`src/rtl/rf_write_arbiter_if.sv`:
```
// Register-file write-port bundle between the writers/decode (master) and rf_write_arbiter (slave).
// RF_ARB_FORWARD_EN adds the qdat1/qdat2 bypass data outputs.
interface rf_write_arbiter_if;
  logic        valid0;
  logic        ready0;
  logic [4:0]  sel0;
  logic [31:0] dat0;
  logic        valid1;
  logic        ready1;
  logic [4:0]  sel1;
  logic [31:0] dat1;
  logic        WEN;
  logic [4:0]  wsel;
  logic [31:0] wdat;
  logic [4:0]  qsel1;
  logic [4:0]  qsel2;
  logic        qhit1;
  logic        qhit2;
  logic        starve;
`ifdef RF_ARB_FORWARD_EN
  logic [31:0] qdat1;
  logic [31:0] qdat2;
`endif

  modport master (
    output valid0, sel0, dat0, valid1, sel1, dat1, qsel1, qsel2,
    input  ready0, ready1, WEN, wsel, wdat, qhit1, qhit2, starve
`ifdef RF_ARB_FORWARD_EN
    , input qdat1, qdat2
`endif
  );

  modport slave (
    input  valid0, sel0, dat0, valid1, sel1, dat1, qsel1, qsel2,
    output ready0, ready1, WEN, wsel, wdat, qhit1, qhit2, starve
`ifdef RF_ARB_FORWARD_EN
    , output qdat1, qdat2
`endif
  );
endinterface

```
`src/rtl/rf_write_arbiter.sv`:
```
// Two-writer arbiter for the single register-file write port: registered output stage,
// fixed priority with a starvation guard, hazard query. Optional bypass data via RF_ARB_FORWARD_EN.
module rf_write_arbiter #(
  parameter int MAX_WAIT = 4,
  parameter int CNT_W    = 4
) (
  input  logic                CLK,
  input  logic                RST,
  rf_write_arbiter_if.slave   bus
);

  typedef enum logic {NORMAL, STARVE} mode_e;

  localparam logic [CNT_W-1:0] MAX_CNT = CNT_W'(MAX_WAIT);

  mode_e             mode_q, mode_d;
  logic [CNT_W-1:0]  cnt_q, cnt_d, cnt_inc;
  logic              wen_q, wen_d;
  logic [4:0]        wsel_q, wsel_d;
  logic [31:0]       wdat_q, wdat_d;
  logic              gnt0, gnt1;
  logic              wen_out;

  assign cnt_inc = (cnt_q == MAX_CNT) ? cnt_q : cnt_q + CNT_W'(1);

  always_comb begin
    mode_d = mode_q;
    cnt_d  = cnt_q;
    gnt0   = 1'b0;
    gnt1   = 1'b0;
    wen_d  = 1'b0;
    wsel_d = wsel_q;
    wdat_d = wdat_q;
    if (!RST) begin
      unique case (mode_q)
        NORMAL: begin
          if (bus.valid0) begin
            gnt0 = 1'b1;
            if (bus.valid1) begin
              cnt_d = cnt_inc;
              if (cnt_inc == MAX_CNT) mode_d = STARVE;
            end
          end else if (bus.valid1) begin
            gnt1  = 1'b1;
            cnt_d = '0;
          end
        end
        STARVE: begin
          // Requester 1 owns the port; requester 0 only fills cycles it leaves idle.
          if (bus.valid1) begin
            gnt1   = 1'b1;
            cnt_d  = '0;
            mode_d = NORMAL;
          end else if (bus.valid0) begin
            gnt0 = 1'b1;
          end
        end
        default: mode_d = NORMAL;
      endcase
      if (gnt0) begin
        wen_d  = (bus.sel0 != 5'd0);
        wsel_d = bus.sel0;
        wdat_d = bus.dat0;
      end else if (gnt1) begin
        wen_d  = (bus.sel1 != 5'd0);
        wsel_d = bus.sel1;
        wdat_d = bus.dat1;
      end
    end
  end

  always_ff @(posedge CLK) begin
    if (RST) begin
      mode_q <= NORMAL;
      cnt_q  <= '0;
      wen_q  <= 1'b0;
      wsel_q <= 5'd0;
      wdat_q <= 32'd0;
    end else begin
      mode_q <= mode_d;
      cnt_q  <= cnt_d;
      wen_q  <= wen_d;
      wsel_q <= wsel_d;
      wdat_q <= wdat_d;
    end
  end

  // Gating with RST keeps a write caught in the output stage away from the register file.
  assign wen_out    = wen_q & ~RST;

  assign bus.ready0 = gnt0;
  assign bus.ready1 = gnt1;
  assign bus.WEN    = wen_out;
  assign bus.wsel   = wsel_q;
  assign bus.wdat   = wdat_q;
  assign bus.starve = (mode_q == STARVE);
  assign bus.qhit1  = wen_out & (wsel_q == bus.qsel1) & (bus.qsel1 != 5'd0);
  assign bus.qhit2  = wen_out & (wsel_q == bus.qsel2) & (bus.qsel2 != 5'd0);

`ifdef RF_ARB_FORWARD_EN
  assign bus.qdat1  = bus.qhit1 ? wdat_q : 32'd0;
  assign bus.qdat2  = bus.qhit2 ? wdat_q : 32'd0;
`endif

endmodule

```
`src/flat_wrapper.sv`:
```
// flat-port wrapper written by rule: the top's interface ports become plain ports
module rf_write_arbiter_flat 
#(
  parameter int MAX_WAIT = 4,
  parameter int CNT_W    = 4
)
  (CLK, RST, bus_valid0, bus_sel0, bus_dat0, bus_valid1, bus_sel1, bus_dat1, bus_qsel1, bus_qsel2, bus_ready0, bus_ready1, bus_WEN, bus_wsel, bus_wdat, bus_qhit1, bus_qhit2, bus_starve);
  rf_write_arbiter_if bus_i ();
  input  logic CLK;
  input  logic RST;
  input wire logic [$bits(bus_i.valid0)-1:0] bus_valid0;
  input wire logic [$bits(bus_i.sel0)-1:0] bus_sel0;
  input wire logic [$bits(bus_i.dat0)-1:0] bus_dat0;
  input wire logic [$bits(bus_i.valid1)-1:0] bus_valid1;
  input wire logic [$bits(bus_i.sel1)-1:0] bus_sel1;
  input wire logic [$bits(bus_i.dat1)-1:0] bus_dat1;
  input wire logic [$bits(bus_i.qsel1)-1:0] bus_qsel1;
  input wire logic [$bits(bus_i.qsel2)-1:0] bus_qsel2;
  output wire logic [$bits(bus_i.ready0)-1:0] bus_ready0;
  output wire logic [$bits(bus_i.ready1)-1:0] bus_ready1;
  output wire logic [$bits(bus_i.WEN)-1:0] bus_WEN;
  output wire logic [$bits(bus_i.wsel)-1:0] bus_wsel;
  output wire logic [$bits(bus_i.wdat)-1:0] bus_wdat;
  output wire logic [$bits(bus_i.qhit1)-1:0] bus_qhit1;
  output wire logic [$bits(bus_i.qhit2)-1:0] bus_qhit2;
  output wire logic [$bits(bus_i.starve)-1:0] bus_starve;
  assign bus_i.valid0 = bus_valid0;
  assign bus_i.sel0 = bus_sel0;
  assign bus_i.dat0 = bus_dat0;
  assign bus_i.valid1 = bus_valid1;
  assign bus_i.sel1 = bus_sel1;
  assign bus_i.dat1 = bus_dat1;
  assign bus_i.qsel1 = bus_qsel1;
  assign bus_i.qsel2 = bus_qsel2;
  assign bus_ready0 = bus_i.ready0;
  assign bus_ready1 = bus_i.ready1;
  assign bus_WEN = bus_i.WEN;
  assign bus_wsel = bus_i.wsel;
  assign bus_wdat = bus_i.wdat;
  assign bus_qhit1 = bus_i.qhit1;
  assign bus_qhit2 = bus_i.qhit2;
  assign bus_starve = bus_i.starve;
  rf_write_arbiter #(.MAX_WAIT(MAX_WAIT), .CNT_W(CNT_W)) u_core (.CLK(CLK), .RST(RST), .bus(bus_i));
endmodule
```
`config.mk`:
```
export PLATFORM = sky130hd
export DESIGN_NAME = rf_write_arbiter_flat
export DESIGN_NICKNAME = d
export VERILOG_FILES = /design/src/rtl/rf_write_arbiter_if.sv /design/src/rtl/rf_write_arbiter.sv /design/src/flat_wrapper.sv
export SDC_FILE = /design/constraint.sdc
export NUM_CORES = 1
export LEC_CHECK = 0
export CORE_UTILIZATION = 40
export DETAILED_ROUTE_END_ITERATION = 8
export PLACE_DENSITY_LB_ADDON = 0.15
export REMOVE_ABC_BUFFERS = 1
export SYNTH_ARGS = -nofsm -noshare
export SYNTH_HDL_FRONTEND = slang
export SYNTH_SLANG_ARGS = --single-unit
```
`constraint.sdc`:
```
create_clock -name CLK -period 3.9 [get_ports CLK]
set_input_delay 0.975 -clock CLK [delete_from_list [all_inputs] [get_ports CLK]]
set_output_delay 0.975 -clock CLK [all_outputs]
set_load 0.05 [all_outputs]
```
==> reports/metrics.cfg, run 1 <==
[clock_network]
cts.sinks=43
cts-root-buf=clkbuf_8
clk_transition_reported_paths_ps=80
cts_resized=0
cts_buffer_depth=2
cts_buffers=5
cts_tree=yes
htree_levels=2
postCtsHoldBufs=0
post_cts_buffers=0
insertion_delay_ps=290

[setup_path]
path_depth=5
cp_num_buf_inv=2
cpPeakStageDelay_ps=420
cp.arrival_ps=2170
slowest_stage=clkdlybuf4s50_1
cp-start-kind=input pin
crit_chain=clkdlybuf4s50_1 > nor3_1 > a21oi_1 > nor4_1 > buf_4
endpoint_kind=output port
cp_top_family=buffers and inverters
reg2regPathDepth=5
crit_required_ps=2920
worst_r2r_endpoint=u_core.bus.wdat[16]
timing.rr.start=u_core.bus.starve
crit_type=in2out
worstPathMaxFanout=2
r2r_slack_ps=2200

[logic_synthesis]
yosysUniqueCellTypes=32
synth_seq_cells=43
netlist_instances=232
syn_area_per_cell_um2=9.184
syn_area_um2=2131
yosysSeqAreaShare_pct=40.40
yosysWarnings=0

[floorplan]
die_area_um2=5623
start_util_pct=41.72
fp.dieH_um=74.99
io_pins=131
rows=26
die_w_um=74.99
core_area_um2=5107

[finish]
area_growth_pct=66.35
diodes=0
layout.cells.non_filler=425
layout.nets=444
multiInputGateArea_um2=1164
final_layout_size_suffix_gt1_share_pct=5.634
final_util_pct=69.40
regArea_um2=860.8
nFillCells=434

[timing]
fin_crit_ps=3146
fin_setup_tns_ps=0
setup_violations=0
fmax_mhz=317.9
worst_pin_slew_ps=721.5
fin_crit_sh_pct=80.66
fin_skew_ps=4.153
rsz0062_at_grt=no
slew_violations=0
hold_viol_final=0
timing.slew.headroom_pct=51.90
hold_ws_ps=558.2

[flow_run]
maxCapViolCount=0

[route]
wl_per_cell_um=14.11
drt_iter0_drc=130
ant_nets=0
vias=2186
drt-vias-per-instance=5.144
drc=0
wl_um=5995
drt_first_pass_iters=4

[place]
place_congestion=0.7853
dp.cells=417
port_buffers=130
dp_hpwl_um=4252

[global_route]
grt_pass1_vias=2078
grt_pass1_wl_um=9363
antenna_found_initial=0
grt-ovfl-total=0
grt_max_degree=76
track_usage_pct=21.89

[power_and_ir_drop]
vdd_drop_max_v=0.0002451
power_frac_comb_pct=30.4
power_density_nw_per_um2=344.4
p_sw_uw=370.4
p_sw_share_pct=30.35
intPower_uw=850.2
pwr-share-clk_pct=29.5
p_seq_share_pct=40.2
leakage_nw=1.389

[hold_path]
hp-class=reg2reg
min_to=u_core.bus.wdat[27]
hold_depth=2
worstHoldStart=u_core.bus.wdat[27]

[status]
outcome=finished, final reports clean

-- state kept, by name, summed over array words and instances, names as in the netlist --
register,count
u_core.bus.wdat,32
u_core.bus.wsel,5
u_core.cnt_q,4
u_core.wen_q,1
u_core.bus.starve,1
-- layout by cell type, fill, tap and decap left out, types with 4 or more instances in the layout --
master / instances
dfxtp_1: 43
nand3_1: 6
clkdlybuf4s50_1: 124
a211oi_1: 38
nor4_1: 4
clkbuf_8: 6
buf_4: 7
mux2i_1: 37
xnor2_1: 6
nor2_1: 42
a21oi_1: 6
nor3_1: 4
-- metrics by stage --
stage	total power [mW]	setup slack, ps	cell area [um^2]
after floorplan	0.6868	-118.6	2033
after global placement	0.8653	799.3	3427
after global routing	1.276	629.4	3545
after detailed placement	0.8709	761.4	3427
final	1.221	754.4	3545
after CTS	1.232	756.3	3545
-- cell families after synthesis --
| group | synth area share [%] |
|---|---|
| AND/OR/NAND/NOR | 15.33 |
| AO/OA/AOI/OAI | 17.32 |
| flip-flops | 40.40 |
| multiplexers | 17.38 |
| buffers and inverters | 5.108 |
| XOR/XNOR | 3.288 |
| adder cells (fa/ha/maj) | 1.174 |
-- cell usage after synthesis --
master	instances	area (um^2)
a31o_1	1	8.760
o21ai_0	2	10.01
nor2_1	42	157.7
xnor2_1	6	52.55
a21oi_1	6	30.03
nand3b_1	2	15.01
mux2i_1	37	370.4
nor3_1	4	20.02
dfxtp_1	43	860.8
nor2b_1	2	12.51
inv_2	1	3.750
buf_6	1	11.26
xor2_1	2	17.52
buf_4	3	22.52
buf_1	1	3.750
a2bb2oi_1	1	8.760
a21bo_2	1	10.01
o31ai_1	1	7.510
nand2b_1	1	6.260
a311oi_1	1	8.760
nor4_1	4	25.02
ha_1	2	25.02
a211oi_1	38	285.3
clkbuf_1	4	15.01
and3b_1	1	8.760
nor3b_1	2	15.01
nand3_1	6	30.03
inv_1	2	7.510
or4b_1	1	10.01
or4_1	2	15.01
nand2_1	3	11.26
buf_2	9	45.04
-- power groups by stage --
stage               registers [mW]  clock network [mW]  logic, mW
floorplan                    0.599                   0     0.0879
finish                       0.490               0.360      0.371
detailed placement           0.501                   0      0.370
global route                 0.495               0.386      0.394
global placement             0.500                   0      0.366
CTS                          0.491               0.368      0.373
-- routing by layer --
metal	part of all wire [%]	GRT usage, %	vias up
met5	0	0	-
met3	10	9.639	2
li1	-	-	1088
met4	0.42	5.241	0
met1	42	26.77	1009
met2	48	35.44	87
-- worst max-delay path by stage --
stage / start / to / slack, ps
global route: bus_qsel1[4] / bus_qhit1 / 630
global placement: RST / bus_WEN / 800
floorplan: bus_valid1 / bus_ready0 / -120
detailed placement: RST / bus_WEN / 760
CTS: RST / bus_WEN / 760
finish: bus_qsel2[4] / bus_qhit2 / 750
-- area by class of cell --
class / count / share of cell area, %
Clock inverter: 2 / 0.9884
Tap cell: 70 / 2.471
Timing Repair Buffer: 133 / 36.78
Clock buffer: 6 / 2.330
Multi-Input combinational cell: 168 / 32.83
Inverter: 3 / 0.3177
Sequential cell: 43 / 24.29
-- tightest hold or removal path, delay by kind of cell (launching register included) --
kind | cells | cell delay (ps)
AO/OA/AOI/OAI | 1 | 80
multiplexers | 1 | 120
flip-flops | 1 | 320
Power figures use the tool's default switching activity.
==> run 2: changes to the inputs <==
--- a/config.mk
+++ b/config.mk
@@ -5,7 +5,7 @@
 export SDC_FILE = /design/constraint.sdc
 export NUM_CORES = 1
 export LEC_CHECK = 0
-export CORE_UTILIZATION = 40
+export CORE_UTILIZATION = 37
 export DETAILED_ROUTE_END_ITERATION = 8
 export PLACE_DENSITY_LB_ADDON = 0.15
 export REMOVE_ABC_BUFFERS = 1
==> constraint.sdc (replaced) <==
create_clock -name CLK -period 3.2 [get_ports CLK]
set_input_delay 0.8 -clock CLK [delete_from_list [all_inputs] [get_ports CLK]]
set_output_delay 0.8 -clock CLK [all_outputs]
set_load 0.05 [all_outputs]
==> run 2 against run 1 <==
- critical path type unchanged
- sequential share of layout area shrank 0.11 points
- critical path depth unchanged
- non-clock buffer count up 2
==> reports/metrics.cfg, run 2 (synthesized netlist as in run 1, its figures left out) <==
[setup_path]
reg2regPathDepth=6  ; +1
worst_r2r_endpoint=u_core.bus.starve
crit_chain=clkdlybuf4s50_1 > nor3_1 > a21oi_1 > nor4_1 > buf_12
slowest_stage=nor4_1
worstPathMaxFanout=2  ; unchanged
endpoint_kind=output port
cpPeakStageDelay_ps=480  ; +60 ps
timing.rr.start=u_core.cnt_q[0]
crit_required_ps=2400  ; -520 ps
crit_type=in2out
cp.arrival_ps=2140  ; -30 ps
cp_num_buf_inv=2  ; unchanged
cp_top_family=simple AND/OR/NAND/NOR gates
r2r_slack_ps=1560  ; -640 ps
cp-start-kind=input pin

[timing]
fmax_mhz=339.6
fin_setup_tns_ps=0  ; unchanged
worst_pin_slew_ps=719.4  ; -2.015 ps
slew_violations=0  ; unchanged
setup_violations=0  ; unchanged
rsz0062_at_grt=no
timing.slew.headroom_pct=52.04  ; +0.13 points
hold_viol_final=0  ; unchanged
fin_skew_ps=6.760  ; +2.607 ps
fin_crit_sh_pct=92.02
fin_crit_ps=2945
setup_ws_ps=255.4  ; -498.9 ps

[clock_network]
cts_buffers=5  ; unchanged
postCtsHoldBufs=0  ; unchanged
cts_buffer_depth=2  ; unchanged
cts.sinks=43  ; unchanged
cts_resized=0  ; unchanged
clk_transition_reported_paths_ps=80  ; about the same
post_cts_buffers=0  ; unchanged
cts-root-buf=clkbuf_8
htree_levels=2  ; unchanged
cts_tree=yes
insertion_delay_ps=290  ; about the same

[route]
ant_nets=0  ; unchanged
drt-vias-per-instance=5.091  ; -1.0%
drt_iter0_drc=80  ; -38%
wl_um=5914  ; -1.4%
wl_per_cell_um=13.79  ; -2.3%
vias=2184  ; -0.091%
drt_first_pass_iters=4  ; unchanged
drc=0  ; unchanged

[hold_path]
min_to=u_core.cnt_q[3]
hp-class=reg2reg
worstHoldStart=u_core.cnt_q[3]
hold_depth=2  ; unchanged

[power_and_ir_drop]
p_sw_uw=449.6  ; +21%
p_sw_share_pct=32.36  ; +2.0 points
vdd_drop_max_v=0.0002392  ; -2.4%
p_seq_share_pct=43.0  ; +2.8 points
power_frac_comb_pct=32.6  ; +2.2 points
leakage_nw=1.389  ; about the same
power_density_nw_per_um2=390.2  ; +13%
finalPower_mw=1.389  ; +14%
pwr-share-clk_pct=24.3  ; -5.2 points
intPower_uw=939.8  ; +11%

[global_route]
grt-ovfl-total=0  ; unchanged
antenna_found_initial=0  ; unchanged
grt_max_degree=76  ; unchanged
grt_pass1_wl_um=9473  ; +1.2%
track_usage_pct=19.81  ; -2.1 points
grt_pass1_vias=2041  ; -1.8%

[flow_run]
maxCapViolCount=0  ; unchanged

[place]
dpl_worst_slack_ps=262.5  ; -498.9 ps
port_buffers=130  ; unchanged
place_congestion=0.8195  ; +4.4%
place_area_um2=3480  ; +1.5%
dp_hpwl_um=4218  ; -0.80%

[finish]
area_growth_pct=67.12
layout_common_cells=clkdlybuf4s50_1 (123), dfxtp_1 (43), nor2_1 (42)
layout.nets=446  ; +0.45%
multiInputGateArea_um2=1164  ; unchanged
largest_reg_flops=32  ; unchanged
final_layout_size_suffix_gt1_share_pct=5.882  ; +0.25 points
diodes=0  ; unchanged
design_area_um2=3561  ; +0.46%
regArea_um2=860.8  ; unchanged
final_common_cell=clkdlybuf4s50_1
nFillCells=496  ; +14%

[floorplan]
rows=27  ; +3.8%
die_area_um2=6066  ; +7.9%
io_pins=131  ; unchanged
start_util_pct=38.46  ; -3.3 points
core_area_um2=5540  ; +8.5%
fp.dieH_um=77.89  ; +3.9%
die_w_um=77.89  ; +3.9%

[status]
outcome=finished, final reports clean

-- run 2: power by group through the flow --
stage	logic, mW	registers [mW]	clock network (mW)
final	0.454	0.598	0.338
after global routing	0.481	0.603	0.374
after CTS	0.457	0.598	0.350
after detailed placement	0.455	0.610	0
after global placement	0.451	0.610	0
after floorplan	0.107	0.730	0
-- run 2: worst max-delay path by stage --
stage / cells after the start / endpoint / startpoint
detailed placement: 5 / bus_qhit2 / bus_qsel2[4]
CTS: 5 / bus_qhit2 / bus_qsel2[4]
global route: 5 / bus_qhit2 / bus_qsel2[4]
global placement: 5 / bus_qhit1 / bus_qsel1[4]
finish: 5 / bus_qhit2 / bus_qsel2[4]
floorplan: 3 / bus_ready0 / bus_valid1
-- run 2: layout make-up --
cell class,instances,share of cell area (%)
flip-flops and latches,43,24.17
clock buffers,7,2.143
multi-input cells,168,32.68
clock inverters,1,0.1405
repair buffers,135,38.02
inverters,3,0.3162
well taps,72,2.530
-- run 2: per-stage QoR --
step	instances	hold slack [ps]	util, %
after floorplan	214	520.9	-
after CTS	429	560.8	64.27
after global placement	421	539.5	62.80
after global routing	429	580.6	64.27
after detailed placement	421	542.1	62.80
final	429	556.8	64.27
-- run 2: worst reg2reg max path, cell delays in order (launching register included) --
cell	delay [ps]
dfxtp_1	430
inv_2	70
ha_1	220
nor2b_1	180
or4b_1	470
nand3_1	100
a31o_1	120
-- run 2: per-layer routing --
metal	part of all wire [%]	wire, um	GRT usage, %
met5	0	0	0
met1	43	2557	24.39
met3	10	618	6.824
met4	1.4	80	6.981
met2	45	2658	31.86
==> RTL edit: new RTL, flow settings as in run 2 <==
`CNT_W` is set to 4 in 2 places; all go to 3.
--- a/src/rtl/rf_write_arbiter.sv
+++ b/src/rtl/rf_write_arbiter.sv
@@ -4,3 +4,3 @@
   parameter int MAX_WAIT = 4,
-  parameter int CNT_W    = 4
+  parameter int CNT_W    = 3
 ) (
--- a/src/flat_wrapper.sv
+++ b/src/flat_wrapper.sv
@@ -4,3 +4,3 @@
   parameter int MAX_WAIT = 4,
-  parameter int CNT_W    = 4
+  parameter int CNT_W    = 3
 )
Function: same outputs for any inputs over 10 cycles, from zero or initial values and one cycle with RST high; that may be too few to reach the edited logic, so the function may still have changed.
==> RTL edit against run 2 <==
Worst hold slack got worse by 0.083 ns. Critical endpoint unchanged. Area after synthesis rose by 5.6%. Worst setup slack improved by 0.063 ns. Largest power group unchanged. Total power rose by 1.6%. Routed wire length fell by 0.30%. First-iteration DRC count fell by 31%. Sequential cell count fell by 1. Design area rose by 3.1%. Non-clock buffer count did not move. Core utilization fell by 1.9 points.
==> RTL edit: results (changes against run 2) <==
global_routing:
  grt_pass1_wl_mm: 9.183  # -3.1%
  first_global_vias: 1978  # -3.1%
  grtUsageTotal_pct: 18.63  # -1.2 points
drt:
  routed_via_density: 4.920  # -3.4%
  drt_iter0_markers: 55  # -31%
cells_and_area:
  fin_nets: 439  # -1.6%
  drive_above_1_share_pct: 14.00  # +8.1 points
synthesis:
  seq_area_frac_synth_pct: 37.37  # -3.0 points
  synthTopCellsByArea: "dfxtp_1, mux2i_1, a211oi_2"
  synth_commonest_cells: "dfxtp_1, nor2_1, mux2i_1"
  synthArstFlopShare_pct: 0  # unchanged
placement:
  hpwlAfterDp_mm: 4.386  # +4.0%
  place.gp.congestion: 0.7467  # -8.9%
  dpl_worst_slack_ns: 0.3086  # +0.04606 ns
  place_area_mm2: 0.003580  # +2.9%
timing:
  fin_ws_ns: 0.3189  # +0.06346 ns
  clock_skew_ns: 0.004062  # -0.002699 ns
clock_tree:
  cts_root_buffer: "clkbuf_8"
power_and_ir_drop:
  worst_ir_drop_vdd_mv: 0.1906  # -20%
  p_leak_nw: 1.427  # +2.7%
  p_sw_w: 0.0004555  # +1.3%
critical_path:
  cp_slowest_cell: "clkdlybuf4s50_1"
  cp.arrival_ns: 2.08  # -0.06 ns
  path_delay_family: "buffers and inverters"
run_status:
  status: "completed"
==> RTL edit: power groups by stage <==
stage          Combinational (W)  Sequential, W  Clock (W)
2_1_floorplan           0.000125       0.000716          0
3_3_place_gp            0.000472       0.000595          0
3_5_place_dp            0.000476       0.000595          0
4_1_cts                 0.000477       0.000584   0.000371
5_1_grt                 0.000501       0.000589   0.000397
6_report                0.000473       0.000584   0.000355
==> RTL edit: stage by stage <==
step	TNS [ns]	cells	utilization, %
2_1_floorplan	-0.2367	207	-
3_3_place_gp	0	417	60.82
3_5_place_dp	0	417	60.82
4_1_cts	0	425	62.37
5_1_grt	0	425	62.37
6_report	0	425	62.37
==> RTL edit: cell type report <==
cell class                      instances  area (um2)
Fill cell                             530        2215
Timing Repair Buffer                  135        1354
Tap cell                               75       93.84
Clock inverter                          1       5.005
Multi-Input combinational cell        161        1276
Sequential cell                        42       840.8
Clock buffer                            7       86.33
Inverter                                4       15.01
==> RTL edit: worst min-delay path, delay by kind of cell (launching register included) <==
kind | cells | cell delay (ns)
AOI/OAI and AO/OA | 1 | 0.05
DFF | 1 | 0.33
and+or+nand+nor | 1 | 0.06
==> RTL edit: cell families (layout without fill, tap and decap cells) <==
logic type / Yosys count / count (layout) / share of synthesized area (%)
muxes: 37 / 37 / 16.46
buffers and inverters: 22 / 147 / 5.895
adders and majority gates: 2 / 2 / 1.112
and+or+nand+nor: 63 / 63 / 12.74
xor gates and xnor gates: 9 / 9 / 3.504
DFF: 42 / 42 / 37.38
AOI/OAI and AO/OA: 50 / 50 / 22.91
==> RTL edit: metal layers <==
| metal | vias up | wire length [um] | global-route usage (%) |
|---|---|---|---|
| met5 | - | 0 | 0 |
| met4 | 0 | 40 | 4.286 |
| met3 | 5 | 640 | 8.114 |
| met2 | 86 | 2730 | 32.05 |
| met1 | 943 | 2485 | 21.13 |
| li1 | 1057 | - | - |
==> RTL edit: final timing paths <==
path                                start  slack [ns]                          endpoint  depth (start not counted)
max reg2reg  u_core.bus.starve$_SDFF_PP0_        1.47  u_core.bus.wdat[28]$_SDFFE_PP0P_                          4
min          u_core.cnt_q[1]$_SDFFE_PP0P_        0.47      u_core.cnt_q[1]$_SDFFE_PP0P_                          2
min reg2reg  u_core.cnt_q[1]$_SDFFE_PP0P_        0.47      u_core.cnt_q[1]$_SDFFE_PP0P_                          2
max                          bus_qsel2[4]        0.32                         bus_qhit2                          5
